### config.mk
export PLATFORM = sky130hd
export DESIGN_NAME = control_unit
export DESIGN_NICKNAME = d
export VERILOG_FILES = /design/src/rtl/control_unit.sv
export SDC_FILE = /design/constraint.sdc
export NUM_CORES = 1
export LEC_CHECK = 0
export CORE_MARGIN = 3
export CORE_UTILIZATION = 45
export CTS_CLUSTER_DIAMETER = 80
export CTS_CLUSTER_SIZE = 28
export DETAILED_ROUTE_END_ITERATION = 7
export MAX_ROUTING_LAYER = met4
export PLACE_DENSITY = 0.73
export SLEW_MARGIN = 5
export SYNTH_ARGS = -nofsm -noshare
export SYNTH_HDL_FRONTEND = slang
export SYNTH_SLANG_ARGS = --single-unit
### constraint.sdc
create_clock -name Clk -period 2 [get_ports Clk]
set_input_delay 0.2 -clock Clk [delete_from_list [all_inputs] [get_ports Clk]]
set_output_delay 0.2 -clock Clk [all_outputs]
set_load 0.1 [all_outputs]
### src/rtl/control_unit.sv
// Moore sequencer for the 8-bit data_path: fetch, decode, execute.
// All strobes come from registered state only. They are forced to zero while Reset is low.
module control_unit (
    input  logic       Clk,
    input  logic       Reset,
    input  logic [7:0] IR,
    input  logic [3:0] CCR_Result,
    output logic       IR_Load,
    output logic       MAR_Load,
    output logic       PC_Load,
    output logic       PC_Inc,
    output logic       A_Load,
    output logic       B_Load,
    output logic       CCR_Load,
    output logic [2:0] ALU_Sel,
    output logic [1:0] Bus1_Sel,
    output logic [1:0] Bus2_Sel,
    output logic       write
);
    localparam logic [2:0] ALU_ADD = 3'b000;
    localparam logic [2:0] ALU_INC = 3'b001;
    localparam logic [2:0] ALU_SUB = 3'b010;
    localparam logic [2:0] ALU_DEC = 3'b011;

    localparam logic [1:0] BUS1_PC   = 2'b00;
    localparam logic [1:0] BUS1_A    = 2'b01;
    localparam logic [1:0] BUS1_B    = 2'b10;
    localparam logic [1:0] BUS2_ALU  = 2'b00;
    localparam logic [1:0] BUS2_BUS1 = 2'b01;
    localparam logic [1:0] BUS2_MEM  = 2'b10;

    typedef enum logic [4:0] {
        S_F0, S_F1, S_F2, S_D3,
        S_LDI4, S_LDI5, S_LDI6,
        S_LDD4, S_LDD5, S_LDD6, S_LDD7, S_LDD8,
        S_ST4, S_ST5, S_ST6, S_ST7,
        S_ALU4,
        S_BT4, S_BT5, S_BT6,
        S_BN4, S_BN5
    } state_t;

    state_t     state_q, state_d;
    logic       sel_b_q, sel_b_d;
    logic [2:0] alu_q, alu_d;
    logic       taken;

    // The operand register and ALU code are captured at decode so execute states depend only on flops.
    always_ff @(posedge Clk) begin
        if (!Reset) begin
            state_q <= S_F0;
            sel_b_q <= 1'b0;
            alu_q   <= ALU_ADD;
        end else begin
            state_q <= state_d;
            sel_b_q <= sel_b_d;
            alu_q   <= alu_d;
        end
    end

    always_comb begin
        taken = 1'b0;
        case (IR)
            8'h20:   taken = 1'b1;
            8'h21:   taken = CCR_Result[3];
            8'h22:   taken = !CCR_Result[3];
            8'h23:   taken = CCR_Result[2];
            8'h24:   taken = !CCR_Result[2];
            8'h25:   taken = CCR_Result[1];
            8'h27:   taken = CCR_Result[0];
            default: taken = 1'b0;
        endcase
    end

    always_comb begin
        state_d = state_q;
        sel_b_d = sel_b_q;
        alu_d   = alu_q;
        case (state_q)
            S_F0: state_d = S_F1;
            S_F1: state_d = S_F2;
            S_F2: state_d = S_D3;
            S_D3: begin
                state_d = S_F0;
                case (IR)
                    8'h86: begin state_d = S_LDI4; sel_b_d = 1'b0; end
                    8'h88: begin state_d = S_LDI4; sel_b_d = 1'b1; end
                    8'h87: begin state_d = S_LDD4; sel_b_d = 1'b0; end
                    8'h89: begin state_d = S_LDD4; sel_b_d = 1'b1; end
                    8'h96: begin state_d = S_ST4;  sel_b_d = 1'b0; end
                    8'h97: begin state_d = S_ST4;  sel_b_d = 1'b1; end
                    8'h42: begin state_d = S_ALU4; sel_b_d = 1'b0; alu_d = ALU_ADD; end
                    8'h43: begin state_d = S_ALU4; sel_b_d = 1'b0; alu_d = ALU_SUB; end
                    8'h44: begin state_d = S_ALU4; sel_b_d = 1'b0; alu_d = ALU_INC; end
                    8'h45: begin state_d = S_ALU4; sel_b_d = 1'b0; alu_d = ALU_DEC; end
                    8'h46: begin state_d = S_ALU4; sel_b_d = 1'b1; alu_d = ALU_INC; end
                    8'h47: begin state_d = S_ALU4; sel_b_d = 1'b1; alu_d = ALU_DEC; end
                    8'h20, 8'h21, 8'h22, 8'h23, 8'h24, 8'h25, 8'h27:
                        state_d = taken ? S_BT4 : S_BN4;
                    default: state_d = S_F0;
                endcase
            end
            S_LDI4: state_d = S_LDI5;
            S_LDI5: state_d = S_LDI6;
            S_LDD4: state_d = S_LDD5;
            S_LDD5: state_d = S_LDD6;
            S_LDD6: state_d = S_LDD7;
            S_LDD7: state_d = S_LDD8;
            S_ST4:  state_d = S_ST5;
            S_ST5:  state_d = S_ST6;
            S_ST6:  state_d = S_ST7;
            S_BT4:  state_d = S_BT5;
            S_BT5:  state_d = S_BT6;
            S_BN4:  state_d = S_BN5;
            default: state_d = S_F0;
        endcase
    end

    always_comb begin
        IR_Load  = 1'b0;
        MAR_Load = 1'b0;
        PC_Load  = 1'b0;
        PC_Inc   = 1'b0;
        A_Load   = 1'b0;
        B_Load   = 1'b0;
        CCR_Load = 1'b0;
        ALU_Sel  = ALU_ADD;
        Bus1_Sel = BUS1_PC;
        Bus2_Sel = BUS2_ALU;
        write    = 1'b0;
        if (Reset) begin
            case (state_q)
                S_F0, S_LDI4, S_LDD4, S_ST4, S_BT4: begin
                    Bus1_Sel = BUS1_PC;
                    Bus2_Sel = BUS2_BUS1;
                    MAR_Load = 1'b1;
                end
                S_F1, S_LDI5, S_LDD5, S_ST5, S_BN5: PC_Inc = 1'b1;
                S_F2: begin
                    Bus2_Sel = BUS2_MEM;
                    IR_Load  = 1'b1;
                end
                S_LDI6, S_LDD8: begin
                    Bus2_Sel = BUS2_MEM;
                    A_Load   = !sel_b_q;
                    B_Load   = sel_b_q;
                end
                S_LDD6, S_ST6: begin
                    Bus2_Sel = BUS2_MEM;
                    MAR_Load = 1'b1;
                end
                S_ST7: begin
                    Bus1_Sel = sel_b_q ? BUS1_B : BUS1_A;
                    write    = 1'b1;
                end
                S_ALU4: begin
                    Bus1_Sel = sel_b_q ? BUS1_B : BUS1_A;
                    Bus2_Sel = BUS2_ALU;
                    ALU_Sel  = alu_q;
                    A_Load   = !sel_b_q;
                    B_Load   = sel_b_q;
                    CCR_Load = 1'b1;
                end
                S_BT6: begin
                    Bus2_Sel = BUS2_MEM;
                    PC_Load  = 1'b1;
                end
                default: ;
            endcase
        end
    end
endmodule
==> impl_metrics.py <==
metrics = {
    "routing": {
        "drt_iter0_drc": 15,
        "wl_per_cell_microns": 15.0,
        "wl_mm": 3.12,
        "vias": 1258,
        "dr.pass1.iters": 4,
        "postRouteAntennaNets": 0,
        "drc": 0,
        "drt-vias-per-instance": 6.05,
    },
    "timing": {
        "setup_viol": 0,
        "worst_hold_slack_ns": 0.514,
        "skew_ns": 0.00601,
        "hold_viol_final": 0,
        "report.final.slew_viol_count": 0,
        "fin_crit_sh": 0.959,
        "rsz0062_at_grt": "false",
        "fmax_ghz": 0.521,
        "finalCriticalPeriod_ns": 1.92,
    },
    "run": {
        "drv_cap": 0,
    },
    "cts": {
        "cts.sinks": 8,
        "insertion_delay_ns": 0.26,
        "cts-htree-levels": 1,
        "clk_pin_slew_ns": 0.06,
        "numCtsBuffers": 3,
        "cts-root-buf": "clkbuf_4",
        "cts_tree": "done",
        "ctsLongestPathBuffers": 2,
        "hold_buffers": 0,
    },
    "final_layout": {
        "final_common_cell": "buf_4",
        "area_delta_synth_final_pct": 53.6,
        "drive_gt1_frac": 0.311,
        "stdcell_area_sq_um": 1650,
        "final_cell_mix": "buf_4, buf_12, clkdlybuf4s50_1",
        "antenna_cells": 0,
        "fin_cells": 208,
        "layout.nets": 196,
    },
    "placed_design": {
        "gp_congestion": 0.911,
        "place_area_sq_um": 1610,
        "hpwl_mm": 2.48,
        "place_inst": 204,
        "port_buffers": 27,
    },
    "floorplan": {
        "die_w_microns": 54.9,
        "io_pins": 29,
        "initial_core_util": 0.482,
        "num_rows": 17,
        "coreArea_sq_um": 2230,
        "dieArea_sq_um": 3010,
        "die_h_microns": 54.9,
    },
    "grt": {
        "grt_max_degree": 19,
        "grt_pass1_vias": 1145,
        "antenna_found_initial": 0,
        "grt_usage": 0.237,
        "grt-ovfl-total": 0,
        "grt_pass1_wl_mm": 5.11,
    },
    "critical_path": {
        "crit_type": "flip-flop to output port",
        "arrival_ns": 1.72,
        "critPathMaxFanout": 18,
        "cp_data_required_time_ns": 1.80,
        "endpoint_kind": "output port",
        "startpoint_type": "flip-flop",
    },
    "power": {
        "p_clk_frac": 0.180,
        "p_comb_frac": 0.558,
        "p_sw_frac": 0.440,
        "internal_power_mw": 0.404,
        "worst_ir_drop_vdd_uv": 285,
        "leakagePower_nw": 0.608,
        "p_seq_frac": 0.262,
        "p_switching_mw": 0.317,
        "power_density_nw_per_um2": 436,
    },
    "synthesis": {
        "synth_edf_count": 0,
        "postSynthAreaPerCell_sq_um": 7.22,
        "ys_warn_count": 0,
        "synth_cell_type_count": 57,
        "synth_top_cell_by_area": "dfxtp_1",
        "synthFlopType": "dfxtp_1",
        "synthDominantCellAreaShare": 0.149,
        "synthTopCellsByArea": "dfxtp_1, nor2b_1, and3b_1",
        "synth_area_sq_um": 1080,
        "ys_ff_latch": 8,
        "syn-instance-count": 149,
        "syn-num-nets": 163,
        "async_reset_ff_frac": 0,
        "seq_area_frac_synth": 0.149,
    },
    "outcome": {
        "outcome": "completed",
    },
    "hold_path": {
        "min_path_type": "flip-flop to flip-flop",
    },
}
==> cell usage after synthesis (2+ instances only) <==
cell type	number
nor3_1	5
nand2_1	10
o21a_1	4
a21oi_1	7
nor2_1	8
mux2i_1	3
a31oi_1	3
nand4_1	3
and2_1	5
nand3_1	6
o21ai_1	2
dfxtp_1	8
nand2b_1	2
and3_1	2
clkbuf_1	6
inv_1	3
o21ai_0	8
a32oi_1	2
o21bai_1	2
a311oi_1	2
a22oi_1	2
and3b_1	5
buf_2	5
buf_6	2
nor3b_1	3
nor2b_1	10
==> kinds of logic (layout without fill, tap and decap cells) <==
kind of cell	Yosys count	count (layout)	share of synthesized area
AOI/OAI and AO/OA	46	46	0.302
buffers and inverters	20	51	0.0930
other	1	1	0.00349
xor gates and xnor gates	1	1	0.00814
and+or+nand+nor	69	69	0.406
DFF	8	8	0.149
muxes	4	4	0.0384
==> routing by layer <==
| layer | vias to the layer above | GRT usage | wire [microns] |
|---|---|---|---|
| met3 | 10 | 0.0268 | 143 |
| met5 | - | - | 0 |
| met1 | 580 | 0.292 | 1380 |
| met4 | 0 | 0.113 | 96 |
| li1 | 620 | - | - |
| met2 | 48 | 0.386 | 1500 |
==> critical path: stages, from the launching register on <==
cell and delay [ns]:
dfxtp_2 0.42, and3b_1 0.26, a21oi_1 0.04, o21a_1 0.26
nor3b_4 0.26, buf_12 0.20
==> power groups by stage <==
stage | Clock, mW | Combinational, mW | Sequential [mW]
5_1_grt | 0.141 | 0.427 | 0.192
3_3_place_gp | 0 | 0.393 | 0.190
3_5_place_dp | 0 | 0.398 | 0.191
2_1_floorplan | 0 | 0.274 | 0.176
4_1_cts | 0.134 | 0.400 | 0.188
6_report | 0.130 | 0.402 | 0.189
==> per-stage QoR <==
step / setup WS [ns] / util / TNS, ns / total power [mW]
2_1_floorplan: -0.540 / - / -1.27 / 0.451
3_3_place_gp: 0.136 / 0.720 / 0 / 0.584
3_5_place_dp: 0.119 / 0.720 / 0 / 0.590
4_1_cts: 0.0106 / 0.736 / 0 / 0.721
5_1_grt: 0.00342 / 0.740 / 0 / 0.760
6_report: 0.0813 / 0.740 / 0 / 0.721
==> layout make-up <==
type | count | area [sq um]
clock buffer | 3 | 22.5
fill | 180 | 581
tap | 28 | 35.0
timing repair buffer | 43 | 531
inverter | 5 | 18.8
multi-input combinational | 121 | 877
sequential | 8 | 169
==> repair_timing <==
action,CTS,global route
gates resized for setup,4,4
setup endpoints to repair,8,7
pin swaps,1,1
endpoints found under the hold margin,0,0
buffers inserted,1,0
==> state kept, by name (all words and copies together), names as in the netlist <==
register / count
sel_b_q: 1
alu_q: 2
state_q: 5
==> path summary, 6_finish.rpt <==
| path | from | endpoint | slack, ns | depth (start not counted) |
|---|---|---|---|---|
| worst max-delay path | state_q[2] | A_Load | 0.08 | 5 |
| worst min-delay path | alu_q[0] | alu_q[0] | 0.51 | 2 |
| worst max register to register | state_q[3] | state_q[2] | 0.30 | 6 |
| worst min register to register | alu_q[0] | alu_q[0] | 0.51 | 2 |
No activity file was read; power rests on OpenSTA's default activity.
